--- src/rtl/traffic_lamp_driver.sv ---
// Lamp driver for the intersection sequencer: maps phase codes to lamps, blinks walker twinkle,
// and latches fail-safe flashing red on a filtered violation. LAMP_TEST_EN adds a lamp_test input.
module traffic_lamp_driver #(
  parameter int BLINK_HALF      = 1,
  parameter int CONFLICT_FILTER = 2,
  parameter int STARTUP_MASK    = 2
) (
  input  logic       clk,
  input  logic       reset_n,
  input  logic [2:0] h_car_code,
  input  logic [2:0] v_car_code,
  input  logic [2:0] h_walker_code,
  input  logic [2:0] v_walker_code,
`ifdef LAMP_TEST_EN
  input  logic       lamp_test,
`endif
  output logic [3:0] h_car_lamp,
  output logic [3:0] v_car_lamp,
  output logic [1:0] h_walker_lamp,
  output logic [1:0] v_walker_lamp,
  output logic       fault,
  output logic [1:0] fault_code
);

  // state  | meaning
  // NORMAL | lamps follow codes, monitor armed after startup mask
  // FAULT  | flashing red on cars, walkers red, held until reset

  localparam int SW = (STARTUP_MASK > 1) ? $clog2(STARTUP_MASK + 1) : 1;
  localparam int FW = (CONFLICT_FILTER > 1) ? $clog2(CONFLICT_FILTER + 1) : 1;
  localparam int BW = (BLINK_HALF > 1) ? $clog2(BLINK_HALF) : 1;

  localparam logic [2:0] C_RED  = 3'd0;
  localparam logic [2:0] C_TWNK = 3'd4;

  typedef enum logic {NORMAL, FAULT} state_t;

  state_t          state, state_n;
  logic [SW-1:0]   su_cnt, su_cnt_n;
  logic [FW-1:0]   filt_cnt, filt_cnt_n;
  logic [BW-1:0]   hw_cnt, hw_cnt_n, vw_cnt, vw_cnt_n, fl_cnt, fl_cnt_n;
  logic            hw_ph, hw_ph_n, vw_ph, vw_ph_n, fl_ph, fl_ph_n;
  logic            hw_prev, hw_prev_n, vw_prev, vw_prev_n;
  logic [3:0]      h_car_lamp_n, v_car_lamp_n;
  logic [1:0]      h_walker_lamp_n, v_walker_lamp_n;
  logic            fault_n;
  logic [1:0]      fault_code_n;
  logic            v_inv, v_cc, v_cw, masked, lt;

`ifdef LAMP_TEST_EN
  assign lt = lamp_test;
`else
  assign lt = 1'b0;
`endif

  function automatic logic [3:0] car_map(input logic [2:0] c);
    case (c)
      3'd1:    car_map = 4'b0100;
      3'd2:    car_map = 4'b0010;
      3'd3:    car_map = 4'b1001;
      default: car_map = 4'b0001;
    endcase
  endfunction

  function automatic logic [1:0] walker_map(input logic [2:0] c, input logic ph);
    case (c)
      3'd1:    walker_map = 2'b10;
      3'd4:    walker_map = {ph, 1'b0};
      default: walker_map = 2'b01;
    endcase
  endfunction

  function automatic logic walker_bad(input logic [2:0] c);
    walker_bad = (c == 3'd2) || (c == 3'd3) || (c > 3'd4);
  endfunction

  always_comb begin
    v_inv = (h_car_code >= C_TWNK) || (v_car_code >= C_TWNK) ||
            walker_bad(h_walker_code) || walker_bad(v_walker_code);
    v_cc  = (h_car_code != C_RED) && (v_car_code != C_RED);
    v_cw  = ((h_car_code != C_RED) && (h_walker_code != C_RED)) ||
            ((v_car_code != C_RED) && (v_walker_code != C_RED));
    masked = su_cnt < SW'(STARTUP_MASK);
  end

  always_comb begin
    state_n         = state;
    su_cnt_n        = su_cnt;
    filt_cnt_n      = filt_cnt;
    hw_cnt_n        = hw_cnt;
    hw_ph_n         = hw_ph;
    hw_prev_n       = hw_prev;
    vw_cnt_n        = vw_cnt;
    vw_ph_n         = vw_ph;
    vw_prev_n       = vw_prev;
    fl_cnt_n        = fl_cnt;
    fl_ph_n         = fl_ph;
    fault_n         = fault;
    fault_code_n    = fault_code;
    h_car_lamp_n    = 4'b0001;
    v_car_lamp_n    = 4'b0001;
    h_walker_lamp_n = 2'b01;
    v_walker_lamp_n = 2'b01;

    case (state)
      NORMAL: begin
        if (masked) su_cnt_n = su_cnt + 1'b1;

        if (masked || !(v_inv || v_cc || v_cw)) begin
          filt_cnt_n = '0;
        end else if (filt_cnt == FW'(CONFLICT_FILTER - 1)) begin
          state_n      = FAULT;
          fault_n      = 1'b1;
          fault_code_n = v_inv ? 2'd3 : (v_cc ? 2'd1 : 2'd2);
          fl_cnt_n     = '0;
          fl_ph_n      = 1'b1;
          filt_cnt_n   = '0;
        end else begin
          filt_cnt_n = filt_cnt + 1'b1;
        end

        // Blink phase restarts green-on only on the first twinkle cycle.
        hw_prev_n = (h_walker_code == C_TWNK);
        if (hw_prev_n && !hw_prev) begin
          hw_cnt_n = '0;
          hw_ph_n  = 1'b1;
        end else if (hw_prev_n) begin
          if (hw_cnt == BW'(BLINK_HALF - 1)) begin
            hw_cnt_n = '0;
            hw_ph_n  = ~hw_ph;
          end else begin
            hw_cnt_n = hw_cnt + 1'b1;
          end
        end

        vw_prev_n = (v_walker_code == C_TWNK);
        if (vw_prev_n && !vw_prev) begin
          vw_cnt_n = '0;
          vw_ph_n  = 1'b1;
        end else if (vw_prev_n) begin
          if (vw_cnt == BW'(BLINK_HALF - 1)) begin
            vw_cnt_n = '0;
            vw_ph_n  = ~vw_ph;
          end else begin
            vw_cnt_n = vw_cnt + 1'b1;
          end
        end

        if (state_n == FAULT) begin
          h_car_lamp_n = 4'b0001;
          v_car_lamp_n = 4'b0001;
        end else if (lt) begin
          h_car_lamp_n    = 4'b1111;
          v_car_lamp_n    = 4'b1111;
          h_walker_lamp_n = 2'b11;
          v_walker_lamp_n = 2'b11;
        end else begin
          h_car_lamp_n    = car_map(h_car_code);
          v_car_lamp_n    = car_map(v_car_code);
          h_walker_lamp_n = walker_map(h_walker_code, hw_ph_n);
          v_walker_lamp_n = walker_map(v_walker_code, vw_ph_n);
        end
      end

      FAULT: begin
        if (fl_cnt == BW'(BLINK_HALF - 1)) begin
          fl_cnt_n = '0;
          fl_ph_n  = ~fl_ph;
        end else begin
          fl_cnt_n = fl_cnt + 1'b1;
        end
        h_car_lamp_n = {3'b000, fl_ph_n};
        v_car_lamp_n = {3'b000, fl_ph_n};
      end

      default: state_n = NORMAL;
    endcase
  end

  always_ff @(posedge clk) begin
    if (!reset_n) begin
      state         <= NORMAL;
      su_cnt        <= '0;
      filt_cnt      <= '0;
      hw_cnt        <= '0;
      hw_ph         <= 1'b0;
      hw_prev       <= 1'b0;
      vw_cnt        <= '0;
      vw_ph         <= 1'b0;
      vw_prev       <= 1'b0;
      fl_cnt        <= '0;
      fl_ph         <= 1'b0;
      fault         <= 1'b0;
      fault_code    <= 2'd0;
      h_car_lamp    <= 4'b0001;
      v_car_lamp    <= 4'b0001;
      h_walker_lamp <= 2'b01;
      v_walker_lamp <= 2'b01;
    end else begin
      state         <= state_n;
      su_cnt        <= su_cnt_n;
      filt_cnt      <= filt_cnt_n;
      hw_cnt        <= hw_cnt_n;
      hw_ph         <= hw_ph_n;
      hw_prev       <= hw_prev_n;
      vw_cnt        <= vw_cnt_n;
      vw_ph         <= vw_ph_n;
      vw_prev       <= vw_prev_n;
      fl_cnt        <= fl_cnt_n;
      fl_ph         <= fl_ph_n;
      fault         <= fault_n;
      fault_code    <= fault_code_n;
      h_car_lamp    <= h_car_lamp_n;
      v_car_lamp    <= v_car_lamp_n;
      h_walker_lamp <= h_walker_lamp_n;
      v_walker_lamp <= v_walker_lamp_n;
    end
  end

endmodule

--- config.mk ---
export PLATFORM = sky130hd
export DESIGN_NAME = traffic_lamp_driver
export DESIGN_NICKNAME = d
export VERILOG_FILES = /design/src/rtl/traffic_lamp_driver.sv
export SDC_FILE = /design/constraint.sdc
export NUM_CORES = 1
export LEC_CHECK = 0
export CORE_ASPECT_RATIO = 0.75
export CORE_MARGIN = 2
export CORE_UTILIZATION = 36
export DETAILED_ROUTE_END_ITERATION = 8
export GPL_TIMING_DRIVEN = 0
export PLACE_DENSITY_LB_ADDON = 0.2
export SKIP_LAST_GASP = 1
export SYNTH_ARGS = -nofsm -noshare
export SYNTH_HDL_FRONTEND = slang
export SYNTH_SLANG_ARGS = --single-unit
--- constraint.sdc ---
create_clock -name clk -period 1.59 [get_ports clk]
set_input_delay 0.318 -clock clk [delete_from_list [all_inputs] [get_ports clk]]
set_output_delay 0.318 -clock clk [all_outputs]
set_load 0.01 [all_outputs]
==> flow_metrics.py <==
metrics = {
    "floorplan": {
        "coreArea_mm2": 0.00289,
        "num_rows": 17,
        "io_pins": 29,
        "fp.dieArea_mm2": 0.00342,
        "dieHeight_um": 51.2,
        "start_util_pct": 36.9,
        "fp.dieW_um": 66.9,
    },
    "cells_and_area": {
        "fin_nets": 168,
        "register_area_um2": 500,
        "finalNonFillerCells": 191,
        "syn2layout_area_growth_pct": 45.7,
        "layout-drive-gt1-share_pct": 19.6,
        "multi_input_area_um2": 624,
        "fillers": 283,
        "diodes": 0,
    },
    "drt": {
        "routed.top_layer": "met4",
        "postRouteAntennaNets": 0,
        "drt_iter0_markers": 40,
        "wl_met3_um": 121,
        "vias": 971,
        "wl_um": 2640,
        "drt_pass1_iterations": 4,
        "drc": 0,
        "wl_met2_um": 1260,
        "avgRoutedWirePerCell_um": 13.8,
        "wl_met1_um": 1210,
        "viasPerCell": 5.08,
    },
    "min_path": {
        "hold_path_class": "in -> reg",
        "hold_path_depth": 2,
    },
    "setup_path": {
        "crit_path_start": "v_car_code[0]",
        "path_max_fanout": 6,
        "cp.required_ns": 1.78,
        "reg2reg_to": "fault_code[1]$_SDFFE_PN0P_",
        "worst_ep_arrival_time_ns": 1.69,
        "crit_path_end_kind": "register",
        "r2r_slack_ns": 0.14,
        "r2r-start": "su_cnt[1]$_SDFFE_PN0P_",
        "crit_end": "h_car_lamp[3]$_SDFF_PP0_",
        "r2r_cells": 4,
        "crit_type": "in -> reg",
        "critPathLaunchType": "input port",
    },
    "timing": {
        "period_minus_slack_ns": 1.50,
        "maxSlewViolCount": 0,
        "min_period_over_period_pct": 94.5,
        "skew_ns": 0.00429,
        "setup_viol": 0,
        "tightest_slew_ns": 0.427,
        "setup_tns_ns": 0,
        "rsz0062_at_grt": "yes",
        "timing.fmax_mhz": 666,
        "finalHoldViolCount": 0,
        "finalHoldWorstSlack_ns": 0.356,
        "slew-limit-headroom_pct": 71.5,
    },
    "global_route": {
        "overflow": 0,
        "grt_use_total_pct": 17.2,
        "grt_pass1_wl_um": 4260,
        "antenna_found_initial": 0,
        "grt_max_degree": 14,
        "grt_pass1_vias": 902,
    },
    "yosys": {
        "syn_inst": 115,
        "syn_nets": 129,
        "ys_async_sr_fraction_pct": 0,
        "synthTopCellsByCount": "dfxtp_1, nand2_1, a21oi_1, a21boi_0, nand2b_1",
        "synth_edf_count": 0,
        "synth_area_leaders": "dfxtp_1, a21oi_1, a21boi_0",
        "yosysMostFrequentCell": "dfxtp_1",
        "synth.top_cell.area_share_pct": 46.9,
        "ys.flop_type": "dfxtp_1",
        "syn-cell-area_mm2": 0.00107,
        "ys_seq_area_share_pct": 46.9,
        "yosys.area.top_type": "dfxtp_1",
        "syn_avg_cell_area_um2": 9.28,
        "ys_types": 30,
        "yosysWarnings": 0,
        "ys_seq_elements": 25,
    },
    "flow_run": {
        "maxCapViolations": 0,
    },
    "clock_network": {
        "clkLatencyLatePin_ns": 0.27,
        "clockBufferDepth": 2,
        "clock_sinks": 25,
        "cts_root_buffer": "clkbuf_8",
        "ctsHtreeMaxLevel": 1,
        "clk_pin_slew_worst_paths_ns": 0.09,
        "cts_tree": "built",
        "hold_buffers": 0,
        "cts_made_buffers": 3,
    },
    "power": {
        "peakVddDrop_mv": 0.498,
        "cellPowerDensity_mw_per_mm2": 815,
        "power.leakage_nw": 0.568,
    },
    "place": {
        "hpwl_um": 1790,
        "dp_cells": 181,
        "port_buffers": 28,
        "gp_congestion": 0.805,
    },
    "run_status": {
        "status": "finished clean",
    },
}
==> layer usage <==
layer,vias up,global-route usage (%)
met5,-,0
met2,19,27.3
li1,488,-
met3,4,5.29
met1,460,22.2
met4,0,6.12
==> registers in the layout, indices dropped and copies added (netlist names), 2 cells and up <==
| name | count |
|---|---|
| fault_code | 2 |
| filt_cnt | 2 |
| h_car_lamp | 4 |
| h_walker_lamp | 2 |
| su_cnt | 2 |
| v_car_lamp | 4 |
| v_walker_lamp | 2 |
==> layout by cell type, fill, tap and decap left out, drive strengths merged <==
master         synthesis  routed
dfxtp                 25      25
clkdlybuf4s50          0      16
nand2                 12      12
a21oi                 10      10
dlygate4sd2            0       8
buf                    1       8
clkbuf                 2       8
nand2b                 6       6
a21boi                 6       6
nor4b                  6       6
inv                    5       5
o21ai                  5       5
nor2b                  4       4
nor2                   4       4
nor3                   4       4
or3                    3       3
nand3                  3       3
o21a                   3       3
a211oi                 2       2
xor2                   2       2
o211a                  2       2
o211ai                 2       2
a22oi                  1       1
nor4                   1       1
o22ai                  1       1
o2111ai                1       1
and3                   1       1
nor4bb                 1       1
and2                   1       1
o31ai                  1       1
clkdlybuf4s15          0       1
==> worst max-delay path, stage by stage <==
cell,delay [ns]
dlygate4sd2_1,0.29
nor3_4,0.30
o211ai_2,0.17
o2111ai_4,0.28
buf_4,0.15
nor4b_1,0.19
==> kinds of logic after synthesis <==
group | count (synthesis) | synth area share (%)
flops | 25 | 46.9
compound gates | 34 | 21.9
xor+xnor | 2 | 1.64
simple gates | 46 | 26.0
buf+inv | 8 | 3.52
==> through the flow <==
stage	power (W)	util (%)	setup WS [ns]	instance area, um^2
3_5_place_dp	0.000876	48.2	-0.739	1400
4_1_cts	0.00128	53.3	0.00576	1540
3_3_place_gp	0.000870	48.2	-0.697	1400
6_report	0.00127	53.8	0.0880	1560
2_1_floorplan	0.000777	-	0.0776	1070
5_1_grt	0.00133	53.8	-0.00955	1560
==> worst min-delay path by stage <==
stage / startpoint / end / slack (ns)
6_report: v_car_code[2] / v_car_lamp[3]$_SDFF_PP0_ / 0.36
5_1_grt: v_car_code[2] / v_car_lamp[1]$_SDFF_PP0_ / 0.37
4_1_cts: h_car_code[2] / h_car_lamp[1]$_SDFF_PP0_ / 0.45
3_5_place_dp: filt_cnt[1]$_SDFFE_PN0N_ / filt_cnt[1]$_SDFFE_PN0N_ / 0.44
3_3_place_gp: filt_cnt[1]$_SDFFE_PN0N_ / filt_cnt[1]$_SDFFE_PN0N_ / 0.44
2_1_floorplan: h_car_code[2] / h_car_lamp[1]$_SDFF_PP0_ / 0.39
==> area by class of cell <==
type	count	area share, %
multi-input combinational	82	40.1
sequential	25	32.2
timing repair buffer	34	19.2
tap	38	3.06
clock buffer	4	2.90
buffer	3	1.29
inverter	5	1.21
==> repair_timing <==
action / 4_1_cts / 5_1_grt
pin swaps: 8 / 4
gates cloned: 1 / 0
setup endpoints to repair: 19 / 15
resized for setup: 28 / 11
setup buffers: 4 / 1
==> power breakdown <==
part           switching, W  total [W]  internal [W]
Sequential        0.0000232   0.000680      0.000657
Clock              0.000207   0.000387      0.000180
Combinational      0.000100   0.000201      0.000101
Power figures use the tool's default switching activity.
